<file path="src/rtl/lsu_wb_pkg.sv">
// Shared widths, RV32I load/store funct3 encodings, FSM states and request struct
// for the riscx memory-access/writeback stage.
package lsu_wb_pkg;
  localparam int XLEN          = 32;
  localparam int REG_IDX_WIDTH = 5;
  localparam int NUM_LANES     = XLEN / 8;

  localparam logic [2:0] LB  = 3'd0;
  localparam logic [2:0] LH  = 3'd1;
  localparam logic [2:0] LW  = 3'd2;
  localparam logic [2:0] LBU = 3'd4;
  localparam logic [2:0] LHU = 3'd5;
  localparam logic [2:0] SB  = 3'd0;
  localparam logic [2:0] SH  = 3'd1;
  localparam logic [2:0] SW  = 3'd2;

  typedef enum logic [1:0] {S_IDLE, S_REQ, S_RESP} state_e;

  typedef struct packed {
    logic                 we;
    logic [XLEN-1:0]      addr;
    logic [XLEN-1:0]      wdata;
    logic [NUM_LANES-1:0] wstrb;
  } mem_req_t;

  // Load bookkeeping kept while the access is outstanding
  typedef struct packed {
    logic                     rd_en;
    logic [REG_IDX_WIDTH-1:0] rd_idx;
    logic [2:0]               f3;
    logic [1:0]               off;
  } ld_op_t;
endpackage

</file>
<file path="src/rtl/lsu_wb_if.sv">
// Data-memory request/response port: master side is the LSU, slave side the memory.
interface lsu_wb_if;
  import lsu_wb_pkg::*;
  logic                 req_valid;
  logic                 req_ready;
  logic                 req_we;
  logic [XLEN-1:0]      req_addr;
  logic [XLEN-1:0]      req_wdata;
  logic [NUM_LANES-1:0] req_wstrb;
  logic                 rsp_valid;
  logic [XLEN-1:0]      rsp_rdata;

  modport master (output req_valid, req_we, req_addr, req_wdata, req_wstrb,
                  input  req_ready, rsp_valid, rsp_rdata);
  modport slave  (input  req_valid, req_we, req_addr, req_wdata, req_wstrb,
                  output req_ready, rsp_valid, rsp_rdata);
endinterface

</file>
<file path="src/rtl/lsu_align.sv">
// Combinational byte-lane logic: store replicate/strobe, load extract/extend,
// and access legality (size alignment, funct3, load+store conflict).
module lsu_align
  import lsu_wb_pkg::*;
(
  input  logic                 is_ld_i,
  input  logic                 is_st_i,
  input  logic [2:0]           acc_f3_i,
  input  logic [1:0]           acc_off_i,
  input  logic [XLEN-1:0]      st_data_i,
  output logic [XLEN-1:0]      st_wdata_o,
  output logic [NUM_LANES-1:0] st_wstrb_o,
  output logic                 err_o,
  input  logic [2:0]           ld_f3_i,
  input  logic [1:0]           ld_off_i,
  input  logic [XLEN-1:0]      ld_rdata_i,
  output logic [XLEN-1:0]      ld_data_o
);
  logic            misalign, ld_ok, st_ok;
  logic [XLEN-1:0] sh;

  always_comb begin
    misalign = (acc_f3_i[1:0] == 2'd1 && acc_off_i[0]) ||
               (acc_f3_i[1:0] == 2'd2 && acc_off_i != 2'd0);
    ld_ok    = acc_f3_i inside {LB, LH, LW, LBU, LHU};
    st_ok    = acc_f3_i inside {SB, SH, SW};
    err_o    = (is_ld_i & is_st_i) |
               (is_ld_i & (~ld_ok | misalign)) |
               (is_st_i & (~st_ok | misalign));

    case (acc_f3_i[1:0])
      2'd0: begin
        st_wdata_o = {NUM_LANES{st_data_i[7:0]}};
        st_wstrb_o = NUM_LANES'(1) << acc_off_i;
      end
      2'd1: begin
        st_wdata_o = {(NUM_LANES/2){st_data_i[15:0]}};
        st_wstrb_o = NUM_LANES'(4'b0011) << {acc_off_i[1], 1'b0};
      end
      default: begin
        st_wdata_o = st_data_i;
        st_wstrb_o = '1;
      end
    endcase

    sh = ld_rdata_i >> {ld_off_i, 3'b000};
    case (ld_f3_i)
      LB:      ld_data_o = {{(XLEN-8){sh[7]}}, sh[7:0]};
      LH:      ld_data_o = {{(XLEN-16){sh[15]}}, sh[15:0]};
      LBU:     ld_data_o = {{(XLEN-8){1'b0}}, sh[7:0]};
      LHU:     ld_data_o = {{(XLEN-16){1'b0}}, sh[15:0]};
      default: ld_data_o = ld_rdata_i;
    endcase
  end
endmodule

</file>
<file path="src/rtl/lsu_wb.sv">
// Memory-access/writeback stage: one op per handshake, at most one memory access,
// exactly one regfile write per op with a nonzero destination.
module lsu_wb
  import lsu_wb_pkg::*;
(
  input  logic                     clk,
  input  logic                     rst_n,
  input  logic                     ex_valid_i,
  output logic                     ex_ready_o,
  input  logic                     ex_rd_en_i,
  input  logic [REG_IDX_WIDTH-1:0] ex_rd_idx_i,
  input  logic [XLEN-1:0]          ex_result_i,
  input  logic                     ex_mem_rd_i,
  input  logic                     ex_mem_wr_i,
  input  logic [2:0]               ex_funct3_i,
  input  logic [XLEN-1:0]          ex_store_data_i,
  lsu_wb_if.master                 mem,
  output logic                     wb_rd_en_o,
  output logic [REG_IDX_WIDTH-1:0] wb_rd_idx_o,
  output logic [XLEN-1:0]          wb_rd_wdata_o,
  output logic                     lsu_err_o
);
  state_e                   state_q, state_d;
  mem_req_t                 req_q, req_d;
  logic                     req_valid_q, req_valid_d;
  ld_op_t                   op_q, op_d;
  logic                     wb_en_q, wb_en_d, err_q, err_d;
  logic [REG_IDX_WIDTH-1:0] wb_idx_q, wb_idx_d;
  logic [XLEN-1:0]          wb_data_q, wb_data_d;
  logic [XLEN-1:0]          st_wdata, ld_data;
  logic [NUM_LANES-1:0]     st_wstrb;
  logic                     acc_err;

  lsu_align u_align (
    .is_ld_i   (ex_mem_rd_i),
    .is_st_i   (ex_mem_wr_i),
    .acc_f3_i  (ex_funct3_i),
    .acc_off_i (ex_result_i[1:0]),
    .st_data_i (ex_store_data_i),
    .st_wdata_o(st_wdata),
    .st_wstrb_o(st_wstrb),
    .err_o     (acc_err),
    .ld_f3_i   (op_q.f3),
    .ld_off_i  (op_q.off),
    .ld_rdata_i(mem.rsp_rdata),
    .ld_data_o (ld_data)
  );

  always_comb begin
    state_d     = state_q;
    req_d       = req_q;
    req_valid_d = req_valid_q;
    op_d        = op_q;
    wb_en_d     = 1'b0;
    wb_idx_d    = wb_idx_q;
    wb_data_d   = wb_data_q;
    err_d       = 1'b0;
    case (state_q)
      S_IDLE: if (ex_valid_i) begin
        if (ex_mem_rd_i | ex_mem_wr_i) begin
          if (acc_err) begin
            err_d = 1'b1;
          end else begin
            state_d     = S_REQ;
            req_valid_d = 1'b1;
            // Loads carry no write payload on the bus
            req_d = '{we:    ex_mem_wr_i,
                      addr:  {ex_result_i[XLEN-1:2], 2'b00},
                      wdata: ex_mem_wr_i ? st_wdata : '0,
                      wstrb: ex_mem_wr_i ? st_wstrb : '0};
            op_d  = '{rd_en: ex_rd_en_i, rd_idx: ex_rd_idx_i,
                      f3: ex_funct3_i, off: ex_result_i[1:0]};
          end
        end else begin
          wb_en_d   = ex_rd_en_i && (ex_rd_idx_i != '0);
          wb_idx_d  = ex_rd_idx_i;
          wb_data_d = ex_result_i;
        end
      end
      S_REQ: if (mem.req_ready) begin
        req_valid_d = 1'b0;
        state_d     = req_q.we ? S_IDLE : S_RESP;
      end
      S_RESP: if (mem.rsp_valid) begin
        wb_en_d   = op_q.rd_en && (op_q.rd_idx != '0);
        wb_idx_d  = op_q.rd_idx;
        wb_data_d = ld_data;
        state_d   = S_IDLE;
      end
      default: state_d = S_IDLE;
    endcase
  end

  always_ff @(posedge clk or negedge rst_n) begin
    if (!rst_n) begin
      state_q     <= S_IDLE;
      req_q       <= '0;
      req_valid_q <= 1'b0;
      op_q        <= '0;
      wb_en_q     <= 1'b0;
      wb_idx_q    <= '0;
      wb_data_q   <= '0;
      err_q       <= 1'b0;
    end else begin
      state_q     <= state_d;
      req_q       <= req_d;
      req_valid_q <= req_valid_d;
      op_q        <= op_d;
      wb_en_q     <= wb_en_d;
      wb_idx_q    <= wb_idx_d;
      wb_data_q   <= wb_data_d;
      err_q       <= err_d;
    end
  end

  assign ex_ready_o    = (state_q == S_IDLE);
  assign mem.req_valid = req_valid_q;
  assign mem.req_we    = req_q.we;
  assign mem.req_addr  = req_q.addr;
  assign mem.req_wdata = req_q.wdata;
  assign mem.req_wstrb = req_q.wstrb;
  assign wb_rd_en_o    = wb_en_q;
  assign wb_rd_idx_o   = wb_idx_q;
  assign wb_rd_wdata_o = wb_data_q;
  assign lsu_err_o     = err_q;
endmodule

</file>
<file path="src/flat_wrapper.sv">
// flat-port wrapper written by rule: the top's interface ports become plain ports
module lsu_wb_flat import lsu_wb_pkg::*;
  (clk, rst_n, ex_valid_i, ex_ready_o, ex_rd_en_i, ex_rd_idx_i, ex_result_i, ex_mem_rd_i, ex_mem_wr_i, ex_funct3_i, ex_store_data_i, wb_rd_en_o, wb_rd_idx_o, wb_rd_wdata_o, lsu_err_o, mem_req_valid, mem_req_we, mem_req_addr, mem_req_wdata, mem_req_wstrb, mem_req_ready, mem_rsp_valid, mem_rsp_rdata);
  lsu_wb_if mem_i ();
  input  logic clk;
  input  logic rst_n;
  input  logic ex_valid_i;
  output logic ex_ready_o;
  input  logic ex_rd_en_i;
  input  logic [REG_IDX_WIDTH-1:0] ex_rd_idx_i;
  input  logic [XLEN-1:0] ex_result_i;
  input  logic ex_mem_rd_i;
  input  logic ex_mem_wr_i;
  input  logic [2:0] ex_funct3_i;
  input  logic [XLEN-1:0] ex_store_data_i;
  output logic wb_rd_en_o;
  output logic [REG_IDX_WIDTH-1:0] wb_rd_idx_o;
  output logic [XLEN-1:0] wb_rd_wdata_o;
  output logic lsu_err_o;
  output wire logic [$bits(mem_i.req_valid)-1:0] mem_req_valid;
  output wire logic [$bits(mem_i.req_we)-1:0] mem_req_we;
  output wire logic [$bits(mem_i.req_addr)-1:0] mem_req_addr;
  output wire logic [$bits(mem_i.req_wdata)-1:0] mem_req_wdata;
  output wire logic [$bits(mem_i.req_wstrb)-1:0] mem_req_wstrb;
  input wire logic [$bits(mem_i.req_ready)-1:0] mem_req_ready;
  input wire logic [$bits(mem_i.rsp_valid)-1:0] mem_rsp_valid;
  input wire logic [$bits(mem_i.rsp_rdata)-1:0] mem_rsp_rdata;
  assign mem_req_valid = mem_i.req_valid;
  assign mem_req_we = mem_i.req_we;
  assign mem_req_addr = mem_i.req_addr;
  assign mem_req_wdata = mem_i.req_wdata;
  assign mem_req_wstrb = mem_i.req_wstrb;
  assign mem_i.req_ready = mem_req_ready;
  assign mem_i.rsp_valid = mem_rsp_valid;
  assign mem_i.rsp_rdata = mem_rsp_rdata;
  lsu_wb u_core (.clk(clk), .rst_n(rst_n), .ex_valid_i(ex_valid_i), .ex_ready_o(ex_ready_o), .ex_rd_en_i(ex_rd_en_i), .ex_rd_idx_i(ex_rd_idx_i), .ex_result_i(ex_result_i), .ex_mem_rd_i(ex_mem_rd_i), .ex_mem_wr_i(ex_mem_wr_i), .ex_funct3_i(ex_funct3_i), .ex_store_data_i(ex_store_data_i), .mem(mem_i), .wb_rd_en_o(wb_rd_en_o), .wb_rd_idx_o(wb_rd_idx_o), .wb_rd_wdata_o(wb_rd_wdata_o), .lsu_err_o(lsu_err_o));
endmodule
</file>
<file path="config.mk">
export PLATFORM = sky130hd
export DESIGN_NAME = lsu_wb_flat
export DESIGN_NICKNAME = d
export VERILOG_FILES = /design/src/rtl/lsu_wb_pkg.sv /design/src/rtl/lsu_wb_if.sv /design/src/rtl/lsu_align.sv /design/src/rtl/lsu_wb.sv /design/src/flat_wrapper.sv
export SDC_FILE = /design/constraint.sdc
export NUM_CORES = 1
export LEC_CHECK = 0
export BUFFER_PORTS_ARGS = -buffer_cell sky130_fd_sc_hd__buf_2
export CELL_PAD_IN_SITES_DETAIL_PLACEMENT = 1
export CELL_PAD_IN_SITES_GLOBAL_PLACEMENT = 2
export CORE_AREA = 2 2 141 143
export CTS_CLUSTER_DIAMETER = 100
export DETAILED_ROUTE_END_ITERATION = 7
export DIE_AREA = 0 0 143 145
export GPL_ROUTABILITY_DRIVEN = 0
export PLACE_DENSITY = 0.87
export SETUP_SLACK_MARGIN = 0.4
export SYNTH_ARGS = -nofsm -noshare
export SYNTH_HDL_FRONTEND = slang
export SYNTH_SLANG_ARGS = --single-unit
</file>
<file path="constraint.sdc">
create_clock -name clk -period 3.1 [get_ports clk]
set_input_delay 0.155 -clock clk [delete_from_list [all_inputs] [get_ports clk]]
set_output_delay 0.155 -clock clk [all_outputs]
set_load 0.03 [all_outputs]
</file>
Yosys cells after proc, flatten, opt, wreduce, memory -nomap -nowiden
Cells that the tools add are included.
- word-level logic and storage cells: 98
- flip-flop bits (word level): 120
- output and inout bits: 110
- bits of input ports: 112
- muxes and demuxes: 33
- shift operators: 3
- eq/ne operators: 17
- reduce and logical (&&, ||, !) cells: 20
- bitwise gates (word level): 11
- operator list (operator ; count):
    $mux W32 ; 4
    $pmux W32 S2 ; 2
    $pmux W32 S4 ; 1
    $shr A32 B5 Y16 ; 1
    $mux W5 ; 3
    $reduce_bool A5 Y1 ; 3
    $eq A3 B3 Y1 const B ; 4
    $mux W2 ; 6
    $mux W1 ; 11
    $ne A2 B2 Y1 const B ; 5
    $pmux W5 S2 ; 1
    $reduce_and A5 Y1 ; 2
    $pmux W4 S2 ; 1
    $reduce_and A4 Y1 ; 2
    $eq A3 B1 Y1 const B ; 2
    $logic_not A3 Y1 ; 2
    $pmux W2 S3 ; 1
    $reduce_bool A2 Y1 ; 3
    $or A1 B1 Y1 ; 5
    $eq A2 B1 Y1 const B ; 2
    $eq A2 B2 Y1 const B ; 2
    $logic_and A1 B1 Y1 ; 4
    $logic_not A2 Y1 ; 2
    $mux W4 ; 1
    9 further kinds ; 14

Depth between registers and ports, before layout
Gate-level depths: netlist of run 1.
- depth after elaboration: 11
- mapped depth: 7
- gate-level depth less buffers: 4

Cells and area by module
Synthesis of run 1 repeated with hierarchy kept, for this count alone.
- cells, all modules: 577
- area total of the unflattened synthesis: 6468.7 um^2
- modules (own cells, without submodules) (module ; sequential area each (um^2) ; cells each ; times used ; area an instance (um^2)):
    lsu_wb ; 3002.9 ; 396 ; 1 ; 5316.3
    lsu_align ; 0.0 ; 181 ; 1 ; 1152.4

Worst setup path before layout of run 1
OpenSTA, ideal clock, no wires.
- path kind: reg-to-reg
- start point: register u_core.op_q[1] in the netlist's numbering
- end point: register u_core.wb_data_q[28], in the netlist u_core.wb_rd_wdata_o[28]
- setup slack: 1399 ps
- period minus slack after synthesis: 1701 ps
- cell stages (with the launch flop): 7
- arrival: 1575 ps
- setup time: 126 ps
- data required time: 2974 ps
- path through: dfrtp_1 > buf_6 > mux4_2 > nor2b_4 > nor3_4 > buf_8 > a211oi_2
- word-level cells in the longest chain between the ends: 4
- ends and longest elaborated chain (what ; line ; text):
    from (decl) ; lsu_wb.sv:26 ; ld_op_t op_q, op_d;
    from (signal assigned) ; lsu_wb.sv:108 ; op_q <= op_d;
    $shr A32 B5 Y16 ; lsu_align.sv:46 ; sh = ld_rdata_i >> {ld_off_i, 3'b000};
    $pmux W32 S4 ; lsu_align.sv:47 ; case (ld_f3_i)
    $mux W32 ; lsu_wb.sv:84 ; S_RESP: if (mem.rsp_valid) begin
    $pmux W32 S2 ; lsu_wb.sv:58 ; case (state_q)
    to (signal assigned) ; lsu_wb.sv:111 ; wb_data_q <= wb_data_d;
    to (decl) ; lsu_wb.sv:29 ; logic [XLEN-1:0] wb_data_q, wb_data_d;
No other way between the ends. The select of a mux whose other input is x is not followed.
A chain may end at the register's enable or synchronous reset.

Worst setup path in the final report of run 1
- start point: register u_core.state_q[1]
- end point: register u_core.wb_data_q[18], in the netlist u_core.wb_rd_wdata_o[18]
- word-level cells in the longest chain between the ends: 3
- elaborated cells on any way between the ends: 8
- those cells by class: eq/ne (4); mux (1); reduce/logical (3)
- ends and longest elaborated chain (what ; line ; text):
    from (decl) ; lsu_wb.sv:23 ; state_e state_q, state_d;
    from (signal assigned) ; lsu_wb.sv:105 ; state_q <= state_d;
    $eq A2 B2 Y1 or $logic_not A2 Y1 (tied branches) ; lsu_wb.sv:58 ;
    $ne A2 B2 Y1 (no line) or $reduce_bool A2 Y1 (tied branches) ; -- ;
    $reduce_and A4 Y1 (no line) ; -- ;
Several ways; a longest one is shown, not always the timed one.

==> summary.md, run 1 <==
| Metric | Value |
|---|---|
| Sequential-to-total area share from yosys stat | 49.47% |
| WS Path Type | flip-flop to flip-flop |
| Setup TNS Final | 0 ps |
| Main synth FF type | dfrtp_1 |
| Pwr Density | 908.2 nW/um^2 |
| Peak supply drop | 0.0004260 V |
| IO Pins | 222 |
| Worst R2R End | u_core.wb_rd_wdata_o[18] |
| Gr ovfl total | 0 |
| TritonCTS clock tree | done |
| Minimum clock period | 2192 ps |
| Clock sink total | 120 |
| Wire per inst | 19.14 um |
| Worst EP arrival | 2510 ps |
| Total CTS buffers | 17 |
| Htree depth | 4 |
| CTS root buf | clkbuf_16 |
| Place WS | 891.6 ps |
| Worst setup startpoint | u_core.state_q[1] |
| Setup crit start kind | flip-flop |
| Asr flop ratio synth | 100.0% |
| Mapped Area | 6070 sq um |
| Port bufs | 219 |
| Worst-path fanout max | 21 |
| HP Class | input port to flip-flop |
| Dpl hpwl | 15170 um |
| DR pass1 iterations | 4 |
| Fin crit share | 70.71% |
| Post-layout util | 43.34% |
| Largest net degree at the start of global routing | 62 |
| Core footprint | 19210 sq um |
| Min Hold Slack | 15.22 ps |
| Die X | 143 um |
| CTS max path bufs | 2 |
| Layout cells sized above 1 | 40.92% |
| Worst setup endpoint | u_core.wb_rd_wdata_o[18] |
| Fmax | 456.2 MHz |
| Layout area overhead | 37.15% |
| Max Cap Viol | 0 |
| Critical Path RT | 3420 ps |
| Power Total | 7.560 mW |
| ANT nets after route | 0 |
| R2R Path Start | u_core.state_q[1] |
| Final hold violation count | 0 |
| Crit. End Element | flip-flop |
| YS warnings | 0 |
| Die ar. | 20740 sq um |
| Post-CTS Resized | 0 |
| RSZ-0062 raised after global routing | no |
| Tightest Pin Transition | 840.0 ps |
| Hold-fix buffers, CTS | 31 |
| First-pass GRT wire length | 32890 um |
| Status | completed |
| Iteration-0 DRC Markers | 208 |
| Lkg Pwr | 3.924 nW |
| Post-Syn Instances | 575 |
| Clk_lat worst skew | 420 ps |
| Post-synth EDFFs | 0 |
| Vias per std cell | 5.021 |
| Gr usage total | 20.42% |
| Cell Rows | 51 |
| Clk_skew | 6.974 ps |
| Die height | 145 um |
| Final setup margin | 908.0 ps |
| Setup Buffers After CTS | 0 |
| Hold path start | ex_rd_idx_i[0] |
| DRT Wirelength | 20900 um |
| Unique masters post-synth | 52 |
| Nets | 925 |
| Pins Over Slew Limit | 0 |
| Number of synthesized register bits | 120 |
| Worst R2R Path Depth | 5 |
| Worst slew margin | 44.00% |
| R2R setup slack | 910 ps |
| Clock-pin slew on the worst setup and hold paths | 60 ps |
| DRC | 0 |
| Starting Density | 31.60% |
| Initial antenna violation count | 0 |
| Setup Viol. Count Final | 0 |
| Via count | 5483 |
| Avg Cell Area, Syn | 10.56 sq um |
| Vias in the first global route | 5755 |
==> state kept, by name, indices dropped and copies added (netlist names) <==
name	cells
u_core.lsu_err_o	1
u_core.mem.req_we	1
u_core.mem.req_wdata	32
u_core.wb_rd_wdata_o	32
u_core.wb_rd_en_o	1
u_core.mem.req_wstrb	4
u_core.wb_rd_idx_o	5
u_core.state_q	2
u_core.op_q	11
u_core.mem.req_addr	30
u_core.mem.req_valid	1
==> critical path, stage by stage (launching register included) <==
cell      delay [ps]
dfrtp_1          460
or4b_1           600
a21oi_4          550
buf_12           240
nor2_1            50
a211oi_1         180
==> synth_stat cells (4+ instances only) <==
cell type | count | area share [%]
buf_2 | 19 | 1.6
a221oi_1 | 7 | 1.0
mux2i_1 | 38 | 6.3
a211oi_1 | 13 | 1.6
mux2_2 | 53 | 9.8
nand2_1 | 56 | 3.5
a211oi_2 | 10 | 2.1
inv_1 | 14 | 0.87
a21oi_1 | 21 | 1.7
o22ai_1 | 29 | 3.0
dfrtp_1 | 120 | 49
o211ai_1 | 7 | 0.87
buf_4 | 5 | 0.62
nor2_1 | 53 | 3.3
nand2b_1 | 6 | 0.62
o2bb2ai_1 | 16 | 2.3
clkbuf_1 | 19 | 1.2
nand3b_1 | 7 | 0.87
a31oi_1 | 6 | 0.62
nor3b_1 | 4 | 0.49
o21ai_0 | 35 | 2.9
==> layer usage <==
metal  track usage, %  vias to the layer above  routed length, um
met5                0                        -                  0
met4            5.396                        0                217
met3            5.413                       14               1447
met2            34.14                      195              10110
met1            26.01                     2700               9132
li1                 -                     2574                  -
==> placed cells by master (no fill, tap or decap), drive strengths merged, types with 2 or more instances in the layout <==
cell type    Yosys  layout
inv             14      17
clkinvlp         0       3
o22ai           29      29
o21ai           37      37
mux2            53      53
buf             26     232
or4              2       2
nor2b            2       2
a21oi           22      22
clkinv           0       5
o2bb2ai         16      16
dfrtp          120     120
nand2           56      56
nand3b           7       7
nand3            4       4
clkbuf          19      19
a221oi           7       7
bufinv           0       2
nor3b            5       5
nand2b           6       6
o31ai            2       2
a31oi            6       6
dlygate4sd3      0      31
conb             1       2
mux2i           38      38
o211ai           7       7
a211oi          23      23
nor2            53      53
or2              2       2
o221ai           2       2
==> final cells by class <==
class,count,area (sq um)
fillers,2176,10880
flip-flops and latches,120,3003
multi-input cells,397,2803
repair buffers,263,1544
clock buffers,19,442.9
well taps,265,331.6
clock inverters,13,145.1
inverters,14,52.55
diodes,1,2.502
==> stage by stage <==
stage / cell area, sq um / std cells
after floorplan: 6073 / 576
after global placement: 7423 / 1028
after detailed placement: 7423 / 1028
after CTS: 8322 / 1091
after global routing: 8322 / 1091
final: 8324 / 1092
==> power by group <==
group	leakage, nW	total, mW	switching (mW)	internal, mW
Sequential	1.45	2.53	0.409	2.12
Clock	0.280	1.99	0.782	1.21
Combinational	2.19	3.03	1.99	1.04
==> logic make-up (layout without fill, tap and decap cells) <==
| family | after synthesis | count (layout) | share of synthesized area, % |
|---|---|---|---|
| other | 1 | 3 | 0.06178 |
| muxes | 92 | 92 | 16.47 |
| and+or+nand+nor | 144 | 144 | 11.17 |
| buffers and inverters | 59 | 309 | 4.659 |
| DFF | 120 | 120 | 49.47 |
| AOI/OAI and AO/OA | 159 | 159 | 18.16 |
==> worst min-delay path by stage <==
stage | to | slack, ps | cells past startpoint
6_report | u_core.op_q[5] | 20 | 2
5_1_grt | u_core.state_q[1] | 10 | 2
4_1_cts | u_core.op_q[5] | 0.07 | 2
3_5_place_dp | u_core.mem.req_addr[23] | 310 | 1
3_3_place_gp | u_core.mem.req_addr[22] | 300 | 1
2_1_floorplan | u_core.lsu_err_o | -140 | 0
Note: power is estimated with default switching activity, not from simulation.
==> run 2: changes to the inputs <==
Settings changed: CORE_AREA 2 2 141 143 to 2 2 153 155, DIE_AREA 0 0 143 145 to 0 0 155 157, PLACE_DENSITY 0.87 to 0.79.
Clock period 3.1 ns to 1.77 ns, I/O delays scaled along.
==> summary.md, run 2 (synthesis results as in run 1) <==
| Metric | Value |
|---|---|
| Status | completed |
| Clock-pin slew on the worst setup and hold paths | 60 ps |
| Htree depth | 4 |
| Post-layout util | 47.22% |
| Initial antenna violation count | 3 |
| Switching Power | 6.251 mW |
| Port bufs | 219 |
| Pwr Density | 1390 nW/um^2 |
| Commonest non-fill, non-tap cells in the layout | buf_2 (217), dfrtp_1 (117), dlygate4sd3_1 (79) |
| Min Hold Slack | 20.12 ps |
| TritonCTS clock tree | done |
| Largest net degree at the start of global routing | 65 |
| DRC | 0 |
| Worst EP arrival | 2060 ps |
| Total CTS buffers | 17 |
| Iteration-0 DRC Markers | 227 |
| Final hold violation count | 0 |
| Area of placed instances | 7725 sq um |
| Clk_skew | 9.863 ps |
| Max Cap Viol | 0 |
| Met3 Use GR | 6.993% |
| Wire per inst | 22.05 um |
| Filler cell count | 2414 |
| GR peak layer | met2 |
| Starting Density | 26.97% |
| Fmax | 567.7 MHz |
| Ant. Diodes | 0 |
| Dpl hpwl | 16190 um |
| HP Class | input port to flip-flop |
| Vias in the first global route | 6677 |
| Commonest non-fill, non-tap cell in the layout | buf_2 |
| CTS root buf | clkbuf_16 |
| ANT nets after route | 0 |
| Vias per std cell | 5.053 |
| Worst-path fanout max | 5 |
| Setup Viol. Count Final | 0 |
| Comb power frac | 47.7% |
| Clock power frac | 22.5% |
| Critical Path RT | 2070 ps |
| Via count | 6195 |
| Met1 Use GR | 24.22% |
| Gr usage total | 20.84% |
| Fin crit share | 99.53% |
| Setup crit start kind | flip-flop |
| Die X | 155 um |
| Final instance area | 10630 sq um |
| Layout cells sized above 1 | 51.01% |
| Die height | 157 um |
| Clk_lat worst skew | 420 ps |
| DR pass1 iterations | 4 |
| Worst R2R Path Depth | 7 |
| Reg power frac | 29.9% |
| Peak supply drop | 0.0006667 V |
| Crit. End Element | flip-flop |
| Core footprint | 22500 sq um |
| Setup TNS Final | 0 ps |
| RSZ-0062 raised after global routing | yes |
| Nets | 1041 |
| WS Path Type | flip-flop to flip-flop |
| Switching Share | 42.32% |
| Die ar. | 24340 sq um |
| Pins Over Slew Limit | 0 |
| Placed insts | 1069 |
| CTS max path bufs | 2 |
| Minimum clock period | 1762 ps |
| Layout area overhead | 75.06% |
| Met2 GRT Util | 36.61% |
| First-pass GRT wire length | 38720 um |
| Hold Path Cell Cnt | 3 |
| IO Pins | 222 |
| Clock sink total | 120 |
| Pint | 8.519 mW |
| Gr ovfl total | 0 |
| Cell Rows | 55 |
| Lkg Pwr | 4.982 nW |
| DRT Wirelength | 27030 um |
| Finished Layout Cells | 1226 |
## run 2: cell type report
class                           count  area [sq um]  share of cell area, %
Inverter                           14         52.55                 0.4946
Multi-Input combinational cell    398          3585                  33.74
Sequential cell                   120          3007                  28.30
Tap cell                          285         356.6                  3.356
Clock buffer                       17         425.4                  4.004
Clock inverter                     14         127.6                  1.201
Timing Repair Buffer              378          3072                  28.91
## run 2: critical path: stages, from the launching register on
cell	delay, ps
dfrtp_2	430
nor3b_4	230
buf_6	140
nand3_4	110
buf_8	170
buf_6	130
buf_12	140
mux2_4	290
## run 2: power groups by stage
stage,registers (mW),logic (mW),clock network (mW)
2_1_floorplan,6.04,2.04,0
3_3_place_gp,4.29,5.62,0
3_5_place_dp,4.32,5.71,0
4_1_cts,4.29,6.36,3.39
5_1_grt,4.54,7.48,3.52
6_report,4.41,7.04,3.32
## run 2: worst paths after layout
path,from,to,slack (ps)
worst max-delay path,u_core.state_q[0],u_core.mem.req_addr[16],8
worst min-delay path,mem_rsp_rdata[30],u_core.wb_rd_wdata_o[30],20
worst max register to register,u_core.state_q[0],u_core.mem.req_addr[16],8
worst min register to register,u_core.wb_rd_wdata_o[7],u_core.wb_rd_wdata_o[7],490
max in group asynchronous,rst_n,u_core.mem.req_addr[22],1080
min in group asynchronous,rst_n,u_core.wb_rd_wdata_o[22],240
## run 2: metal layers
layer,share of wire [%],vias to the layer above
met4,2.3,6
met2,50,222
met5,0.13,-
met1,41,3119
li1,-,2807
met3,6.9,41
## run 2: stage by stage
stage / power (mW) / setup WS (ps)
6_report: 14.77 / 8.354
5_1_grt: 15.54 / -35.26
4_1_cts: 14.04 / 62.31
3_5_place_dp: 10.03 / -277.9
3_3_place_gp: 9.911 / -272.7
2_1_floorplan: 8.083 / 70.39
## run 2: timing repair
item,in CTS,in global routing
hold buffers,79,0
hold endpoints to repair,206,0
gates cloned,11,6
pin swaps,5,8
setup buffers,24,6
endpoints found under the setup margin,118,119
gates resized for setup,45,131
